===== src/rtl/game_pkg.sv =====
// Shared widths, FSM encoding and angle helper for the enemy spawn path.
package game_pkg;
  localparam int COORD_W = 11;
  localparam int ANGLE_W = 4;
  localparam int SLOT_W  = 4;
  localparam int PER_W   = 8;
  localparam int CNT_W   = 5;

  typedef enum logic [1:0] {
    IDLE,
    WAIT,
    SELECT,
    ISSUE
  } spawn_state_t;

  // Never repeat the previous ring angle back-to-back.
  function automatic logic [ANGLE_W-1:0] next_angle(
    input logic [ANGLE_W-1:0] r,
    input logic [ANGLE_W-1:0] last
  );
    return (r == last) ? r + ANGLE_W'(1) : r;
  endfunction
endpackage


===== src/rtl/slot_prienc.sv =====
// Lowest-free-slot finder over the enemy occupancy bitmap.
module slot_prienc
  import game_pkg::*;
#(
  parameter int N = 8
) (
  input  logic [N-1:0]      bitmap_i,
  output logic [SLOT_W-1:0] free_idx_o,
  output logic              any_free_o
);
  always_comb begin
    free_idx_o = '0;
    any_free_o = 1'b0;
    for (int i = N - 1; i >= 0; i--) begin
      if (!bitmap_i[i]) begin
        free_idx_o = SLOT_W'(i);
        any_free_o = 1'b1;
      end
    end
  end
endmodule


===== src/rtl/enemy_spawn_scheduler.sv =====
// Paces enemy spawns on frame ticks, picks a ring angle and a free slot,
// and emits a one-cycle spawn event with the looked-up start position.
module enemy_spawn_scheduler
  import game_pkg::*;
#(
  parameter int MAX_ENEMIES  = 8,
  parameter int START_PERIOD = 60,
  parameter int MIN_PERIOD   = 15,
  parameter int RAMP_SPAWNS  = 4
) (
  input  logic                   clk,
  input  logic                   rst,
  input  logic                   frame_tick,
  input  logic                   game_active,
  input  logic [ANGLE_W-1:0]     rand_angle,
  input  logic [COORD_W-1:0]     lut_x,
  input  logic [COORD_W-1:0]     lut_y,
  input  logic                   kill_valid,
  input  logic [SLOT_W-1:0]      kill_idx,
  output logic [ANGLE_W-1:0]     angle_sel,
  output logic                   spawn_valid,
  output logic [SLOT_W-1:0]      spawn_slot,
  output logic [COORD_W-1:0]     spawn_x,
  output logic [COORD_W-1:0]     spawn_y,
  output logic [MAX_ENEMIES-1:0] slot_active,
  output logic [CNT_W-1:0]       active_count
);
  spawn_state_t          state_q;
  logic [PER_W-1:0]      period_q;
  logic [PER_W-1:0]      frame_q;
  logic [PER_W-1:0]      ramp_q;
  logic                  due_q;
  logic [ANGLE_W-1:0]    last_q;
  logic [ANGLE_W-1:0]    angle_q;
  logic [SLOT_W-1:0]     slot_q;
  logic                  valid_q;
  logic [SLOT_W-1:0]     sslot_q;
  logic [COORD_W-1:0]    sx_q;
  logic [COORD_W-1:0]    sy_q;
  logic [MAX_ENEMIES-1:0] act_q;
  logic [MAX_ENEMIES-1:0] act_d;
  logic [MAX_ENEMIES-1:0] kill_m;
  logic [MAX_ENEMIES-1:0] set_m;
  logic [SLOT_W-1:0]     free_idx;
  logic                  any_free;

  slot_prienc #(.N(MAX_ENEMIES)) u_prienc (
    .bitmap_i   (act_q),
    .free_idx_o (free_idx),
    .any_free_o (any_free)
  );

  // Out-of-range indices match no bit; inactive bits clear to no effect.
  always_comb begin
    kill_m = '0;
    set_m  = '0;
    for (int i = 0; i < MAX_ENEMIES; i++) begin
      kill_m[i] = kill_valid && (kill_idx == SLOT_W'(i));
      set_m[i]  = (state_q == SELECT) && (slot_q == SLOT_W'(i));
    end
    act_d = (act_q & ~kill_m) | set_m;
  end

  always_ff @(posedge clk or posedge rst) begin
    if (rst) begin
      state_q  <= IDLE;
      period_q <= PER_W'(START_PERIOD);
      frame_q  <= '0;
      ramp_q   <= '0;
      due_q    <= 1'b0;
      last_q   <= '0;
      angle_q  <= '0;
      slot_q   <= '0;
      valid_q  <= 1'b0;
      sslot_q  <= '0;
      sx_q     <= '0;
      sy_q     <= '0;
      act_q    <= '0;
    end else if (!game_active) begin
      state_q  <= IDLE;
      period_q <= PER_W'(START_PERIOD);
      frame_q  <= '0;
      ramp_q   <= '0;
      due_q    <= 1'b0;
      last_q   <= '0;
      angle_q  <= '0;
      slot_q   <= '0;
      valid_q  <= 1'b0;
      sslot_q  <= '0;
      sx_q     <= '0;
      sy_q     <= '0;
      act_q    <= '0;
    end else begin
      valid_q <= 1'b0;
      act_q   <= act_d;
      unique case (state_q)
        IDLE: state_q <= WAIT;
        WAIT: begin
          if (due_q && any_free) begin
            state_q <= SELECT;
            angle_q <= next_angle(rand_angle, last_q);
            slot_q  <= free_idx;
            due_q   <= 1'b0;
            frame_q <= '0;
          end else if (frame_tick) begin
            if (frame_q == period_q - PER_W'(1)) due_q <= 1'b1;
            else frame_q <= frame_q + PER_W'(1);
          end
        end
        SELECT: begin
          state_q <= ISSUE;
          valid_q <= 1'b1;
          sslot_q <= slot_q;
          sx_q    <= lut_x;
          sy_q    <= lut_y;
          last_q  <= angle_q;
          if (ramp_q == PER_W'(RAMP_SPAWNS - 1)) begin
            ramp_q <= '0;
            if (period_q > PER_W'(MIN_PERIOD))
              period_q <= period_q - PER_W'(1);
          end else begin
            ramp_q <= ramp_q + PER_W'(1);
          end
        end
        ISSUE: state_q <= WAIT;
      endcase
    end
  end

  always_comb begin
    active_count = '0;
    for (int i = 0; i < MAX_ENEMIES; i++)
      active_count = active_count + CNT_W'(act_q[i]);
  end

  assign angle_sel   = angle_q;
  assign spawn_valid = valid_q;
  assign spawn_slot  = sslot_q;
  assign spawn_x     = sx_q;
  assign spawn_y     = sy_q;
  assign slot_active = act_q;
endmodule

===== config.mk =====
export PLATFORM = sky130hd
export DESIGN_NAME = enemy_spawn_scheduler
export DESIGN_NICKNAME = d
export VERILOG_FILES = /design/src/rtl/game_pkg.sv /design/src/rtl/slot_prienc.sv /design/src/rtl/enemy_spawn_scheduler.sv
export SDC_FILE = /design/constraint.sdc
export NUM_CORES = 1
export LEC_CHECK = 0
export ABC_AREA = 1
export CAP_MARGIN = 40
export CORE_MARGIN = 4
export CORE_UTILIZATION = 30
export CTS_BUF_LIST = sky130_fd_sc_hd__clkbuf_8
export CTS_CLUSTER_DIAMETER = 30
export DETAILED_ROUTE_END_ITERATION = 10
export GPL_TIMING_DRIVEN = 0
export SKIP_CTS_REPAIR_TIMING = 1
export SYNTH_ARGS = -nofsm -noshare
export SYNTH_HDL_FRONTEND = slang
export SYNTH_SLANG_ARGS = --single-unit

===== constraint.sdc =====
create_clock -name clk -period 4.15 [get_ports clk]
set_input_delay 0.83 -clock clk [delete_from_list [all_inputs] [get_ports clk]]
set_output_delay 0.83 -clock clk [all_outputs]
set_load 0.03 [all_outputs]

==> metrics.csv <==
stage,metric,value,unit
outcome,status,"finished, final reports clean",
clock_tree,cts_root_buf,clkbuf_8,
drt,via_count,3534,
timing,clock_skew,0.0152,ns
setup_path,cp-start-kind,flop,
synth,synth_flop_cell,dfrtp_1,
drt,first_iter_violations,289,
timing,min_period,4.07,ns
drt,ant_nets,0,
timing,hold_violations,0,
global_route,overflow,0,
clock_tree,worstSkewPairLatency,0.35,ns
clock_tree,cts_buffers,9,
setup_path,path_common_cell,fa_1,
setup_path,cpPeakStageDelay,0.55,ns
final_layout,n_antenna_cell,0,
floorplanning,core,13200,um^2
floorplanning,die_w,124,um
timing,drv_slew,0,
placement,gp_congestion,0.825,
global_route,grt_pass1_wl,16.6,mm
timing,rsz0062_at_grt,yes,
drt,drcViolationCount,0,
global_route,antenna_found_initial,0,
global_route,grt_max_degree,57,
synth,syn_avg_cell_area,8.29,um^2
power,p_per_area,397,nW/um^2
final_layout,fillers,1360,
synth,syn_area,4050,um^2
final_layout,layout-area-overhead-vs-synth,30.9,%
setup_path,cp_data_required_time,3.32,ns
setup_path,worstPathMaxFanout,3,
final_layout,fin_util,40.0,%
final_layout,fin_nets,625,
placement,dp_hpwl,7.48,mm
synth,synth_warnings,0,
floorplanning,core.rowCount,42,
synth,synth_seq_area_share,44.6,%
clock_tree,cts_max_level,3,
synth,ys_types,45,
final_layout,layout-drive-gt1-share,12.2,%
floorplanning,die_h,124,um
worst_hold_path,min_path_type,reg -> reg,
timing,clock.fmax,246,MHz
timing,setup_viol,0,
final_layout,final_common_cell,nand2_1,
drt,wl_per_cell,12.9,um
setup_path,r2r_end,spawn_x[2]$_DFFE_PP0P_,
placement,portBuffers,75,
setup_path,slowest_stage,fa_1,
drt,viasPerCell,4.66,
floorplanning,num_io_pins,79,
setup_path,r2r-start,state_q[0]$_DFFE_PP0P_,
power,finalPower,2.10,mW
timing,period_share,98.0,%
worst_hold_path,hold_end,period_q[5]$_DFFE_PP1P_,
setup_path,worst_ep_arrival_time,3.24,ns
drt,wl,9.75,mm
timing,setup_ws,0.0847,ns
synth,ys_ff_latch,72,
synth,synth_top_area_share,42.0,%
global_route,grt_usage,13.3,%
floorplanning,initial_core_util,30.6,%
clock_tree,cts_tree,yes,
final_layout,layout_common_cells,"nand2_1, nand3_1, clkdlybuf4s50_1",
drt,first_pass_iters,5,
setup_path,crit_chain,"fa_1, inv_2, fa_1, fa_1, inv_1, ha_2, inv_2, fa_1, xnor2_1, buf_4",
clock_tree,cts_sinks,72,
power,vdd_drop_max,0.194,mV
worst_hold_path,hold_depth,2,
worst_hold_path,hold_start,period_q[5]$_DFFE_PP1P_,
placement,place_ws,-0.0867,ns
synth,yosysTopAreaCell,dfrtp_1,
synth,netlist_instances,488,
setup_path,r2r_slack,2.13,ns
setup_path,crit_path_end_kind,primary output,
power,p_leak,2.49,nW
floorplanning,die-area,15400,um^2
job,cap_violations,0,
setup_path,crit_type,reg -> out,
global_route,grt_pass1_vias,3581,
setup_path,reg2reg_depth,7,
synth,synth.area.top_cells,"dfrtp_1, nand2_1, nand3_1",
synth,synth_edf_count,0,
clock_tree,clockBufferDepth,2,
clock_tree,path_clk_slew,0.09,ns
synth,async_flop_share,100,%
==> worst max path at each step <==
stage / start / endpoint / slack (ns) / depth (start not counted)
2_1_floorplan: slot_active[0]$_DFF_PP0_ / active_count[2] / 0.16 / 9
3_3_place_gp: slot_active[0]$_DFF_PP0_ / active_count[2] / -0.09 / 10
3_5_place_dp: slot_active[0]$_DFF_PP0_ / active_count[2] / -0.09 / 10
4_1_cts: slot_active[0]$_DFF_PP0_ / active_count[2] / -0.49 / 10
5_1_grt: slot_active[1]$_DFF_PP0_ / active_count[2] / -0.09 / 10
6_report: slot_active[0]$_DFF_PP0_ / active_count[2] / 0.08 / 10
==> where the power goes <==
group | total (mW) | switching, mW | internal [mW]
clock network | 0.651 | 0.299 | 0.351
logic | 0.603 | 0.375 | 0.229
registers | 0.848 | 0.0653 | 0.783
==> sequential cells by signal, summed over array words and instances, names as in the netlist, 2 cells and up <==
name	flops
frame_q	8
spawn_slot	3
angle_sel	4
state_q	2
spawn_x	11
slot_active	8
last_q	4
slot_q	3
period_q	8
ramp_q	8
spawn_y	11
==> logic make-up after synthesis <==
kind of cell,synth area share [%]
mux,0.247
flops,44.6
fa+ha+maj,4.76
simple gates,30.7
other cells,0.0926
xor+xnor,3.25
compound gates,8.87
buf+inv,7.45
==> stage by stage <==
step | TNS (ns) | std cells | hold slack, ns | instance area [um^2]
after floorplan | 0 | 489 | 0.475 | 4050
after global placement | -0.137 | 740 | 0.493 | 5020
after detailed placement | -0.142 | 741 | 0.498 | 5050
after CTS | -0.975 | 757 | 0.513 | 5280
after global routing | -0.113 | 758 | 0.533 | 5300
final | 0 | 758 | 0.513 | 5300
==> worst max-delay path, delay by kind of cell, from the launching register on <==
| kind | cells | cell delay (ns) |
|---|---|---|
| fa+ha+maj | 5 | 1.99 |
| flops | 1 | 0.43 |
| buf+inv | 4 | 0.32 |
| xor+xnor | 1 | 0.15 |
==> per-layer routing <==
metal / GRT usage [%] / vias up / part of all wire, % / wire [um]
met3: 3.59 / 4 / 5.9 / 576
met1: 17.7 / 1668 / 48 / 4640
met5: 0 / - / 0 / 0
li1: - / 1775 / - / -
met2: 21.8 / 87 / 46 / 4460
met4: 3.29 / 0 / 0.73 / 71
==> cell type report <==
class | instances | area (um^2) | area share, %
clock buffer | 9 | 124 | 2.34
buffer | 12 | 53.8 | 1.02
timing repair buffer | 77 | 790 | 14.9
clock inverter | 7 | 108 | 2.03
sequential | 72 | 1810 | 34.1
inverter | 66 | 250 | 4.72
tap | 176 | 220 | 4.15
multi-input combinational | 339 | 1950 | 36.7
==> cell usage after synthesis (all sizes together), types with 6 or more instances <==
cell type	number
nor3	7
nand3	74
inv	65
o22ai	8
buf	6
xor2	12
a21oi	16
nand2	117
dfrtp	68
clkbuf	6
o21ai	24
nor2	40
ha	9
(Power assumes the default switching activity.)
